**src/rtl/morra_scoreboard_if.sv**
```systemverilog
// Morra scoreboard bus: game-FSM inputs plus display/tally outputs.
// master drives the game side, slave is the scoreboard.
interface morra_scoreboard_if #(
  parameter int RND_W  = 4,
  parameter int GAME_W = 8
);
  logic              START;
  logic [1:0]        ROUND;
  logic [1:0]        GAME;
  logic [RND_W-1:0]  P1_ROUNDS;
  logic [RND_W-1:0]  P2_ROUNDS;
  logic [RND_W-1:0]  DRAWS;
  logic [RND_W-1:0]  NULLS;
  logic [GAME_W-1:0] P1_GAMES;
  logic [GAME_W-1:0] P2_GAMES;
  logic [GAME_W-1:0] TIED_GAMES;
  logic [1:0]        LAST_GAME;
  logic [1:0]        LEADER;
  logic              BUSY;
  logic              GAME_DONE;
  logic              ERR;

  modport master (
    output START, ROUND, GAME,
    input  P1_ROUNDS, P2_ROUNDS, DRAWS, NULLS,
    input  P1_GAMES, P2_GAMES, TIED_GAMES,
    input  LAST_GAME, LEADER, BUSY, GAME_DONE, ERR
  );

  modport slave (
    input  START, ROUND, GAME,
    output P1_ROUNDS, P2_ROUNDS, DRAWS, NULLS,
    output P1_GAMES, P2_GAMES, TIED_GAMES,
    output LAST_GAME, LEADER, BUSY, GAME_DONE, ERR
  );
endinterface

```
**src/rtl/morra_scoreboard.sv**
```systemverilog
// Morra scoreboard: per-game round tallies, match game tallies,
// leader and sticky protocol-error flag. Observer of the game FSM.
module morra_scoreboard #(
  parameter int RND_W  = 4,
  parameter int GAME_W = 8
) (
  input  logic               clk,
  input  logic               RST,
  morra_scoreboard_if.slave  bus
);

  typedef enum logic [1:0] {
    S_IDLE = 2'd0,
    S_ARM  = 2'd1,
    S_PLAY = 2'd2
  } state_e;

  state_e            state_q, state_d;
  logic [RND_W-1:0]  p1r_q, p1r_d;
  logic [RND_W-1:0]  p2r_q, p2r_d;
  logic [RND_W-1:0]  drw_q, drw_d;
  logic [RND_W-1:0]  nul_q, nul_d;
  logic [GAME_W-1:0] p1g_q, p1g_d;
  logic [GAME_W-1:0] p2g_q, p2g_d;
  logic [GAME_W-1:0] tig_q, tig_d;
  logic [1:0]        last_q, last_d;
  logic [1:0]        lead_q, lead_d;
  logic              busy_q, busy_d;
  logic              done_q, done_d;
  logic              err_q, err_d;

  logic       start;
  logic [1:0] round;
  logic [1:0] game;

  assign start = bus.START;
  assign round = bus.ROUND;
  assign game  = bus.GAME;

  function automatic logic [RND_W-1:0] inc_r(
    input logic [RND_W-1:0] v
  );
    return (&v) ? v : v + RND_W'(1);
  endfunction

  function automatic logic [GAME_W-1:0] inc_g(
    input logic [GAME_W-1:0] v
  );
    return (&v) ? v : v + GAME_W'(1);
  endfunction

  always_comb begin
    state_d = state_q;
    p1r_d   = p1r_q;
    p2r_d   = p2r_q;
    drw_d   = drw_q;
    nul_d   = nul_q;
    p1g_d   = p1g_q;
    p2g_d   = p2g_q;
    tig_d   = tig_q;
    last_d  = last_q;
    done_d  = 1'b0;
    err_d   = err_q;

    unique case (state_q)
      S_IDLE: begin
        if (start) begin
          state_d = S_ARM;
          p1r_d   = '0;
          p2r_d   = '0;
          drw_d   = '0;
          nul_d   = '0;
        end else if (round != 2'b00 || game != 2'b00) begin
          err_d = 1'b1;
        end
      end
      S_ARM: begin
        if (start) begin
          p1r_d = '0;
          p2r_d = '0;
          drw_d = '0;
          nul_d = '0;
        end else begin
          state_d = S_PLAY;
        end
      end
      S_PLAY: begin
        if (start) begin
          state_d = S_ARM;
          p1r_d   = '0;
          p2r_d   = '0;
          drw_d   = '0;
          nul_d   = '0;
        end else begin
          unique case (round)
            2'b01:   p1r_d = inc_r(p1r_q);
            2'b10:   p2r_d = inc_r(p2r_q);
            2'b11:   drw_d = inc_r(drw_q);
            default: nul_d = inc_r(nul_q);
          endcase
          if (game != 2'b00) begin
            state_d = S_IDLE;
          end
        end
        // A game result is tallied whether or not START cuts in.
        if (game != 2'b00) begin
          last_d = game;
          done_d = 1'b1;
          unique case (game)
            2'b01:   p1g_d = inc_g(p1g_q);
            2'b10:   p2g_d = inc_g(p2g_q);
            default: tig_d = inc_g(tig_q);
          endcase
        end
      end
      default: state_d = S_IDLE;
    endcase

    busy_d = (state_d != S_IDLE);

    if (last_d == 2'b00) begin
      lead_d = 2'b00;
    end else if (p1g_d > p2g_d) begin
      lead_d = 2'b01;
    end else if (p2g_d > p1g_d) begin
      lead_d = 2'b10;
    end else begin
      lead_d = 2'b11;
    end
  end

  always_ff @(posedge clk) begin
    if (RST) begin
      state_q <= S_IDLE;
      p1r_q   <= '0;
      p2r_q   <= '0;
      drw_q   <= '0;
      nul_q   <= '0;
      p1g_q   <= '0;
      p2g_q   <= '0;
      tig_q   <= '0;
      last_q  <= 2'b00;
      lead_q  <= 2'b00;
      busy_q  <= 1'b0;
      done_q  <= 1'b0;
      err_q   <= 1'b0;
    end else begin
      state_q <= state_d;
      p1r_q   <= p1r_d;
      p2r_q   <= p2r_d;
      drw_q   <= drw_d;
      nul_q   <= nul_d;
      p1g_q   <= p1g_d;
      p2g_q   <= p2g_d;
      tig_q   <= tig_d;
      last_q  <= last_d;
      lead_q  <= lead_d;
      busy_q  <= busy_d;
      done_q  <= done_d;
      err_q   <= err_d;
    end
  end

  assign bus.P1_ROUNDS  = p1r_q;
  assign bus.P2_ROUNDS  = p2r_q;
  assign bus.DRAWS      = drw_q;
  assign bus.NULLS      = nul_q;
  assign bus.P1_GAMES   = p1g_q;
  assign bus.P2_GAMES   = p2g_q;
  assign bus.TIED_GAMES = tig_q;
  assign bus.LAST_GAME  = last_q;
  assign bus.LEADER     = lead_q;
  assign bus.BUSY       = busy_q;
  assign bus.GAME_DONE  = done_q;
  assign bus.ERR        = err_q;

endmodule

```
**src/flat_wrapper.sv**
```systemverilog
// flat-port wrapper written by rule: the top's interface ports become plain ports
module morra_scoreboard_flat 
#(
  parameter int RND_W  = 4,
  parameter int GAME_W = 8
)
  (clk, RST, bus_START, bus_ROUND, bus_GAME, bus_P1_ROUNDS, bus_P2_ROUNDS, bus_DRAWS, bus_NULLS, bus_P1_GAMES, bus_P2_GAMES, bus_TIED_GAMES, bus_LAST_GAME, bus_LEADER, bus_BUSY, bus_GAME_DONE, bus_ERR);
  morra_scoreboard_if #(.RND_W(RND_W), .GAME_W(GAME_W)) bus_i ();
  input  logic clk;
  input  logic RST;
  input wire logic [$bits(bus_i.START)-1:0] bus_START;
  input wire logic [$bits(bus_i.ROUND)-1:0] bus_ROUND;
  input wire logic [$bits(bus_i.GAME)-1:0] bus_GAME;
  output wire logic [$bits(bus_i.P1_ROUNDS)-1:0] bus_P1_ROUNDS;
  output wire logic [$bits(bus_i.P2_ROUNDS)-1:0] bus_P2_ROUNDS;
  output wire logic [$bits(bus_i.DRAWS)-1:0] bus_DRAWS;
  output wire logic [$bits(bus_i.NULLS)-1:0] bus_NULLS;
  output wire logic [$bits(bus_i.P1_GAMES)-1:0] bus_P1_GAMES;
  output wire logic [$bits(bus_i.P2_GAMES)-1:0] bus_P2_GAMES;
  output wire logic [$bits(bus_i.TIED_GAMES)-1:0] bus_TIED_GAMES;
  output wire logic [$bits(bus_i.LAST_GAME)-1:0] bus_LAST_GAME;
  output wire logic [$bits(bus_i.LEADER)-1:0] bus_LEADER;
  output wire logic [$bits(bus_i.BUSY)-1:0] bus_BUSY;
  output wire logic [$bits(bus_i.GAME_DONE)-1:0] bus_GAME_DONE;
  output wire logic [$bits(bus_i.ERR)-1:0] bus_ERR;
  assign bus_i.START = bus_START;
  assign bus_i.ROUND = bus_ROUND;
  assign bus_i.GAME = bus_GAME;
  assign bus_P1_ROUNDS = bus_i.P1_ROUNDS;
  assign bus_P2_ROUNDS = bus_i.P2_ROUNDS;
  assign bus_DRAWS = bus_i.DRAWS;
  assign bus_NULLS = bus_i.NULLS;
  assign bus_P1_GAMES = bus_i.P1_GAMES;
  assign bus_P2_GAMES = bus_i.P2_GAMES;
  assign bus_TIED_GAMES = bus_i.TIED_GAMES;
  assign bus_LAST_GAME = bus_i.LAST_GAME;
  assign bus_LEADER = bus_i.LEADER;
  assign bus_BUSY = bus_i.BUSY;
  assign bus_GAME_DONE = bus_i.GAME_DONE;
  assign bus_ERR = bus_i.ERR;
  morra_scoreboard #(.RND_W(RND_W), .GAME_W(GAME_W)) u_core (.clk(clk), .RST(RST), .bus(bus_i));
endmodule
```
**config.mk**
```make
export PLATFORM = sky130hd
export DESIGN_NAME = morra_scoreboard_flat
export DESIGN_NICKNAME = d
export VERILOG_FILES = /design/src/rtl/morra_scoreboard_if.sv /design/src/rtl/morra_scoreboard.sv /design/src/flat_wrapper.sv
export SDC_FILE = /design/constraint.sdc
export NUM_CORES = 1
export LEC_CHECK = 0
export ABC_AREA = 1
export ABC_CLOCK_PERIOD_IN_PS = 3400
export CORE_MARGIN = 2
export CORE_UTILIZATION = 40
export DETAILED_ROUTE_END_ITERATION = 8
export GPL_ROUTABILITY_DRIVEN = 0
export HOLD_SLACK_MARGIN = 0.15
export PLACE_DENSITY = 0.7
export SYNTH_ARGS = -nofsm -noshare
export SYNTH_HDL_FRONTEND = slang
export SYNTH_SLANG_ARGS = --single-unit
```
**constraint.sdc**
```tcl
create_clock -name clk -period 3.4 [get_ports clk]
set_clock_uncertainty 0.2 [all_clocks]
set_input_delay 0.68 -clock clk [delete_from_list [all_inputs] [get_ports clk]]
set_output_delay 0.68 -clock clk [all_outputs]
set_load 0.01 [all_outputs]
```
==> results of run 1 <==
cell families after synthesis:
kind of cell	share of synthesized area [%]
AO/OA/AOI/OAI	8.84
XOR/XNOR	1.80
AND/OR/NAND/NOR	37.6
flip-flops	34.5
adder cells (fa/ha/maj)	7.91
buffers and inverters	9.36
power breakdown:
part,total (mW),switching [mW],internal [mW]
Clock,0.354,0.208,0.146
Combinational,0.115,0.0655,0.0497
Sequential,0.598,0.0123,0.585
metrics by stage:
stage / hold slack [ns] / cells / cell area (sq um)
final: 0.256 / 575 / 3580
after global routing: 0.289 / 575 / 3580
after CTS: 0.257 / 575 / 3580
after detailed placement: 0.243 / 567 / 3490
after global placement: 0.240 / 567 / 3490
after floorplan: 0.274 / 421 / 2850
registers in the layout, indices dropped and copies added (netlist names):
register and count:
u_core.bus.P1_GAMES 8, u_core.bus.P2_GAMES 8, u_core.bus.TIED_GAMES 8, u_core.bus.DRAWS 4, u_core.bus.NULLS 4, u_core.bus.P1_ROUNDS 4
u_core.bus.P2_ROUNDS 4, u_core.bus.LAST_GAME 2, u_core.bus.LEADER 2, u_core.state_q 2, u_core.bus.BUSY 1, u_core.bus.ERR 1
u_core.bus.GAME_DONE 1
cells in the final DEF (no fill, tap or decap), types with 2 or more instances in the layout:
cell type / count
o21ai_0: 18
nor2_8: 2
nor2_1: 65
nand3_1: 26
nor2_2: 2
clkinv_2: 2
nand2_2: 2
buf_4: 2
o21ai_1: 4
a21oi_1: 13
inv_1: 57
nor3_1: 5
nand2_1: 112
clkdlybuf4s50_1: 53
xor2_1: 4
dfxtp_1: 49
nand4_1: 13
nand2_4: 4
nand3b_1: 2
a21oi_2: 4
clkbuf_8: 5
ha_1: 18
inv_2: 4
routing by layer:
metal / track usage, % / up-vias / part of all wire [%]
met5: 0 / - / 0
met4: 5.10 / 0 / 1.2
met3: 3.36 / 8 / 4.0
met2: 30.4 / 50 / 48
met1: 21.8 / 1236 / 47
li1: - / 1450 / -
worst max-delay path: cells and delay by family:
kind | cells | cell delay (ns)
buf+inv | 6 | 0.94
simple gates | 8 | 0.57
compound gates | 2 | 0.37
fa+ha+maj | 2 | 0.51
how the worst max path moves through the flow:
stage	from	endpoint	slack (ns)
after floorplan	bus_GAME[0]	u_core.bus.LEADER[1]	0.74
after global placement	bus_GAME[0]	u_core.bus.LEADER[1]	0.21
after detailed placement	bus_GAME[0]	u_core.bus.LEADER[0]	0.12
after CTS	bus_GAME[0]	u_core.bus.LEADER[0]	0.43
after global routing	bus_GAME[0]	u_core.bus.LEADER[1]	0.18
final	bus_GAME[0]	u_core.bus.LEADER[1]	0.42
final cells by class:
class                   count  area [sq um]
well taps                  96           120
inverters                  63           240
multi-input cells         304          1600
clock inverters             3          21.3
clock buffers               5          68.8
fillers                   695          3260
repair buffers             55           546
flip-flops and latches     49           981
Yosys cell counts (2+ instances only):
cell / n
o21ai_1: 4
nor2_1: 65
xor2_1: 4
nand2_2: 2
nor2_2: 2
o21ai_0: 18
nand3b_1: 2
a21oi_1: 13
dfxtp_1: 49
a21oi_2: 4
clkbuf_1: 2
buf_1: 2
nand2_1: 112
nand2_4: 4
inv_1: 57
ha_1: 18
inv_2: 4
nand4_1: 13
nor3_1: 5
nand3_1: 26
nor2_8: 2
==> metrics, run 1 <==
Setup Viol. Count Final 0; Achievable Freq 0.335 GHz; ys flop type dfxtp_1; Crit. End Element flip-flop; Skew-Pair Late Insertion Delay 0.31 ns; vias in the first global route 2,580; Syn Area/Cell 6.76 sq um; root buffer cell clkbuf_8; Period Utilization, post-route 87.8%; crit path time final 2.98 ns; Hold Path End u_core.bus.ERR; Iter 0 DRT Violations 91; Max clock buf depth 2; Final Total Pwr 1.07 mW; outcome completed; sequential area share after synthesis 34.5%; floorplan row count 30; synthesized area 2850 sq um; post_cts resized 0; Worst Slack Setup Final 0.415 ns; Post-synth EDFFs 0; Slew Viols, Final 0; CTS tree done; die footprint 7810 sq um; Util after Layout 52.3%; Worst EP required 3.46 ns; yosys warns 0; CTS buffer count 5; number of vias per cell 4.77; IR drop worst, VDD 0.161 mV; Startpoint Class input port; clock-pin slew on the worst setup and hold paths 0.09 ns; CTS sink cnt 49; IO Port Bufs 53; fraction of layout cells with a size suffix above 1 7.52%; WP data arrival 3.05 ns; Power Density 298 nW/um^2; Post-Syn Instances 421; number of diodes 0; reg2reg path depth 18; DRT Wirelength 6430 microns; Final nets 503; final global-route overflow total 0; hold-fix buffers at CTS 0; WL per Instance 11.2 microns; crit-path max FO 4; hpwl dp 4920 microns; RR Startpoint u_core.bus.P1_GAMES[0]; HP Class reg -> reg; #FFs+latches synth 49; Least-Margin Pin Slew 0.434 ns; ys async rst share 0%; Vias 2,744; RSZ-0062 raised after global routing false; hold depth 2; DRC Markers 0; CP Class in -> reg; slew margin rel. 71.1%; worst r2r dst u_core.bus.LEADER[1]; Die W 88.4 microns; Die Y 88.4 microns; I/O Pins 54; CP peak stage delay 0.48 ns; largest cells by area after synthesis dfxtp_1 34%, nand2_1 15%, nor2_1 8.6%, ha_1 7.9%, inv_1 7.5%; Yosys top cell by area dfxtp_1; # Post-CTS Setup Buffers 0; area grow syn2layout 25.6%; largest net degree at the start of global routing 31; post-route ant nets 0; CTS H-tree depth 2; HP Start u_core.bus.ERR; critical path's slowest cell clkdlybuf4s50_1; setup TNS 0 ns; Leakage 1.61 nW; final hold viol count 0; GRT Overall Usage 17.4%; core area 6830 sq um; syn nets 446; initial antenna violation count 0; Pre-antenna DRT Iters 5; CP Cell Sequence clkdlybuf4s50_1 > inv_1 > ha_1 > inv_2 > nand4_2 > inv_1 > nand2_1 > o21ai_1 > ha_1 > inv_1 > nor2_1 > o21ai_0 > nand2_1 > nand2_1 > nand2_1 > nand2_1 > nand2_1 > inv_1; r2r setup slk 0.81 ns; most used cell, CP nand2_1; MaxCap Viol Count 0; share of the synthesized area in the top cell type 34.5%; dpl ws 0.118 ns; library cells used by synthesis 34; first-pass GRT wire length 11,000 microns; Initial Utilization 41.7%
Note: power is estimated with default switching activity, not from simulation.
==> run 2: changes to the inputs <==
Settings changed: ABC_CLOCK_PERIOD_IN_PS 3400 to 3200, MAX_ROUTING_LAYER set to met4.
Clock period 3.4 ns to 3.2 ns, I/O delays scaled along.
==> run 2 against run 1 <==
  * Worst setup slack got worse by 0.16 ns
  * Sequential power rose by 6.2%
  * Highest routed layer unchanged
  * Largest cell class unchanged
  * Clock power rose by 3%
  * Combinational power rose by 8%
  * Non-clock buffer count rose by 1
  * Power rose by 5.4%
==> metrics, run 2 (synthesized netlist as in run 1, its figures left out) <==
Final nets 504 (+0.20%); IO Port Bufs 53 (unchanged); # Post-CTS Setup Buffers 0 (unchanged); WP data arrival 2.95 ns (-0.10 ns); area grow syn2layout 25.8%; CP Cell Sequence clkdlybuf4s50_1 > inv_1 > ha_1 > inv_2 > nand4_2 > inv_1 > nand2_1 > o21ai_1 > ha_1 > inv_1 > nor2_1 > o21ai_0 > nand2_1 > nand2_1 > nand2_1 > nand2_1 > inv_1; core area 6830 sq um (unchanged); CTS buffer count 5 (unchanged); Worst EP required 3.21 ns (-0.25 ns); r2r setup slk 0.63 ns (-0.18 ns); CTS sink cnt 49 (unchanged); Power Density 314 nW/um^2 (+5.2%); Pre-antenna DRT Iters 5 (unchanged); outcome completed; vias in the first global route 2,595 (+0.58%); number of diodes 0 (unchanged); CTS tree done; dpl ws -0.0438 ns (-0.162 ns); crit-path max FO 4 (unchanged); IR drop worst, VDD 0.211 mV (+31%); Worst Slack Setup Final 0.258 ns (-0.158 ns); design area 3580 sq um (+0.18%); hold depth 2 (unchanged); Iter 0 DRT Violations 101 (+11%); hpwl dp 4910 microns (about the same); Max clock buf depth 2 (unchanged); CP peak stage delay 0.49 ns (about the same); Vias 2,770 (+0.95%); RR Startpoint u_core.bus.P1_GAMES[0]; Hold Path End u_core.bus.ERR; reg2reg path depth 17 (-1); post-route ant nets 0 (unchanged); crit path time final 2.94 ns; Crit. End Element flip-flop; largest net degree at the start of global routing 31 (unchanged); Skew-Pair Late Insertion Delay 0.30 ns (about the same); floorplan row count 30 (unchanged); Die W 88.4 microns (unchanged); root buffer cell clkbuf_8; DP Area 3490 sq um (+0.22%); Die Y 88.4 microns (unchanged); HP Start u_core.bus.ERR; fraction of layout cells with a size suffix above 1 7.92% (+0.40 points); Least-Margin Pin Slew 0.427 ns (-0.00630 ns); final hold viol count 0 (unchanged); DRC Markers 0 (unchanged); Initial Utilization 41.7% (unchanged); die footprint 7810 sq um (unchanged); Achievable Freq 0.340 GHz; WL per Instance 11.2 microns (+0.17%); number of vias per cell 4.81 (+0.77%); Startpoint Class input port; Period Utilization, post-route 91.9%; initial antenna violation count 0 (unchanged); I/O Pins 54 (unchanged); Hold Slack 0.254 ns (-0.00202 ns); first-pass GRT wire length 11,000 microns (+0.75%); final global-route overflow total 0 (unchanged); GRT Overall Usage 18.0% (+0.56 points); most used cell, CP nand2_1; worst r2r dst u_core.bus.LEADER[0]; critical path's slowest cell clkdlybuf4s50_1; Slew Viols, Final 0 (unchanged); Leakage 1.61 nW (+0.22%); hold-fix buffers at CTS 0 (unchanged); CP Class in -> reg; MaxCap Viol Count 0 (unchanged); clock-pin slew on the worst setup and hold paths 0.09 ns (about the same); DRT Wirelength 6450 microns (+0.34%); slew margin rel. 71.5% (+0.42 points); CTS H-tree depth 2 (unchanged); HP Class reg -> reg; Setup Viol. Count Final 0 (unchanged); most frequent cells in the layout 112 x nand2_1, 64 x nor2_1, 57 x inv_1, 53 x clkdlybuf4s50_1, 49 x dfxtp_1; Final Total Pwr 1.12 mW (+5.4%); most common cell after layout, fill and taps aside nand2_1
==> run 2: cell type report <==
class | count | area [sq um]
Tap cell | 96 | 120
Timing Repair Buffer | 56 | 553
Sequential cell | 49 | 981
Inverter | 63 | 240
Multi-Input combinational cell | 304 | 1600
Clock buffer | 5 | 68.8
Clock inverter | 3 | 17.5
Fill cell | 699 | 3250
==> run 2: worst max path at each step <==
stage,end,start,cells past startpoint
floorplan,u_core.bus.LEADER[1],bus_GAME[0],20
global placement,u_core.bus.LEADER[1],bus_GAME[1],17
detailed placement,u_core.bus.LEADER[1],bus_GAME[0],17
CTS,u_core.bus.LEADER[1],bus_GAME[0],17
global route,u_core.bus.LEADER[1],bus_GAME[0],17
finish,u_core.bus.LEADER[0],bus_GAME[0],17
==> run 2: critical path: cells and delay by family <==
| family | cells | cell delay, ns |
|---|---|---|
| buffers and inverters | 6 | 0.92 |
| AO/OA/AOI/OAI | 2 | 0.36 |
| AND/OR/NAND/NOR | 7 | 0.52 |
| adder cells (fa/ha/maj) | 2 | 0.52 |
==> run 2: metrics by stage <==
step | TNS, ns | util, % | instances
after detailed placement | -0.0815 | 51.1 | 568
after global routing | -0.0201 | 52.4 | 576
after global placement | 0 | 51.1 | 568
after floorplan | 0 | - | 421
after CTS | 0 | 52.4 | 576
final | 0 | 52.4 | 576
==> run 2: power breakdown <==
group | switching (mW) | total (mW) | internal, mW
Sequential | 0.0132 | 0.635 | 0.622
Clock | 0.214 | 0.365 | 0.151
Combinational | 0.0706 | 0.124 | 0.0531
==> run 2: timing repair <==
item                                    in CTS  in global routing
hold endpoints to repair                     0                  0
endpoints found under the setup margin       0                  2
gates resized for setup                      0                  1
==> run 2: routing by layer <==
| layer | wire length [microns] | vias up | track usage (%) |
|---|---|---|---|
| met5 | 0 | - | - |
| met4 | 58 | 0 | 5.23 |
| met3 | 221 | 7 | 2.89 |
| met2 | 3030 | 60 | 29.6 |
| met1 | 3140 | 1251 | 22.8 |
| li1 | - | 1452 | - |
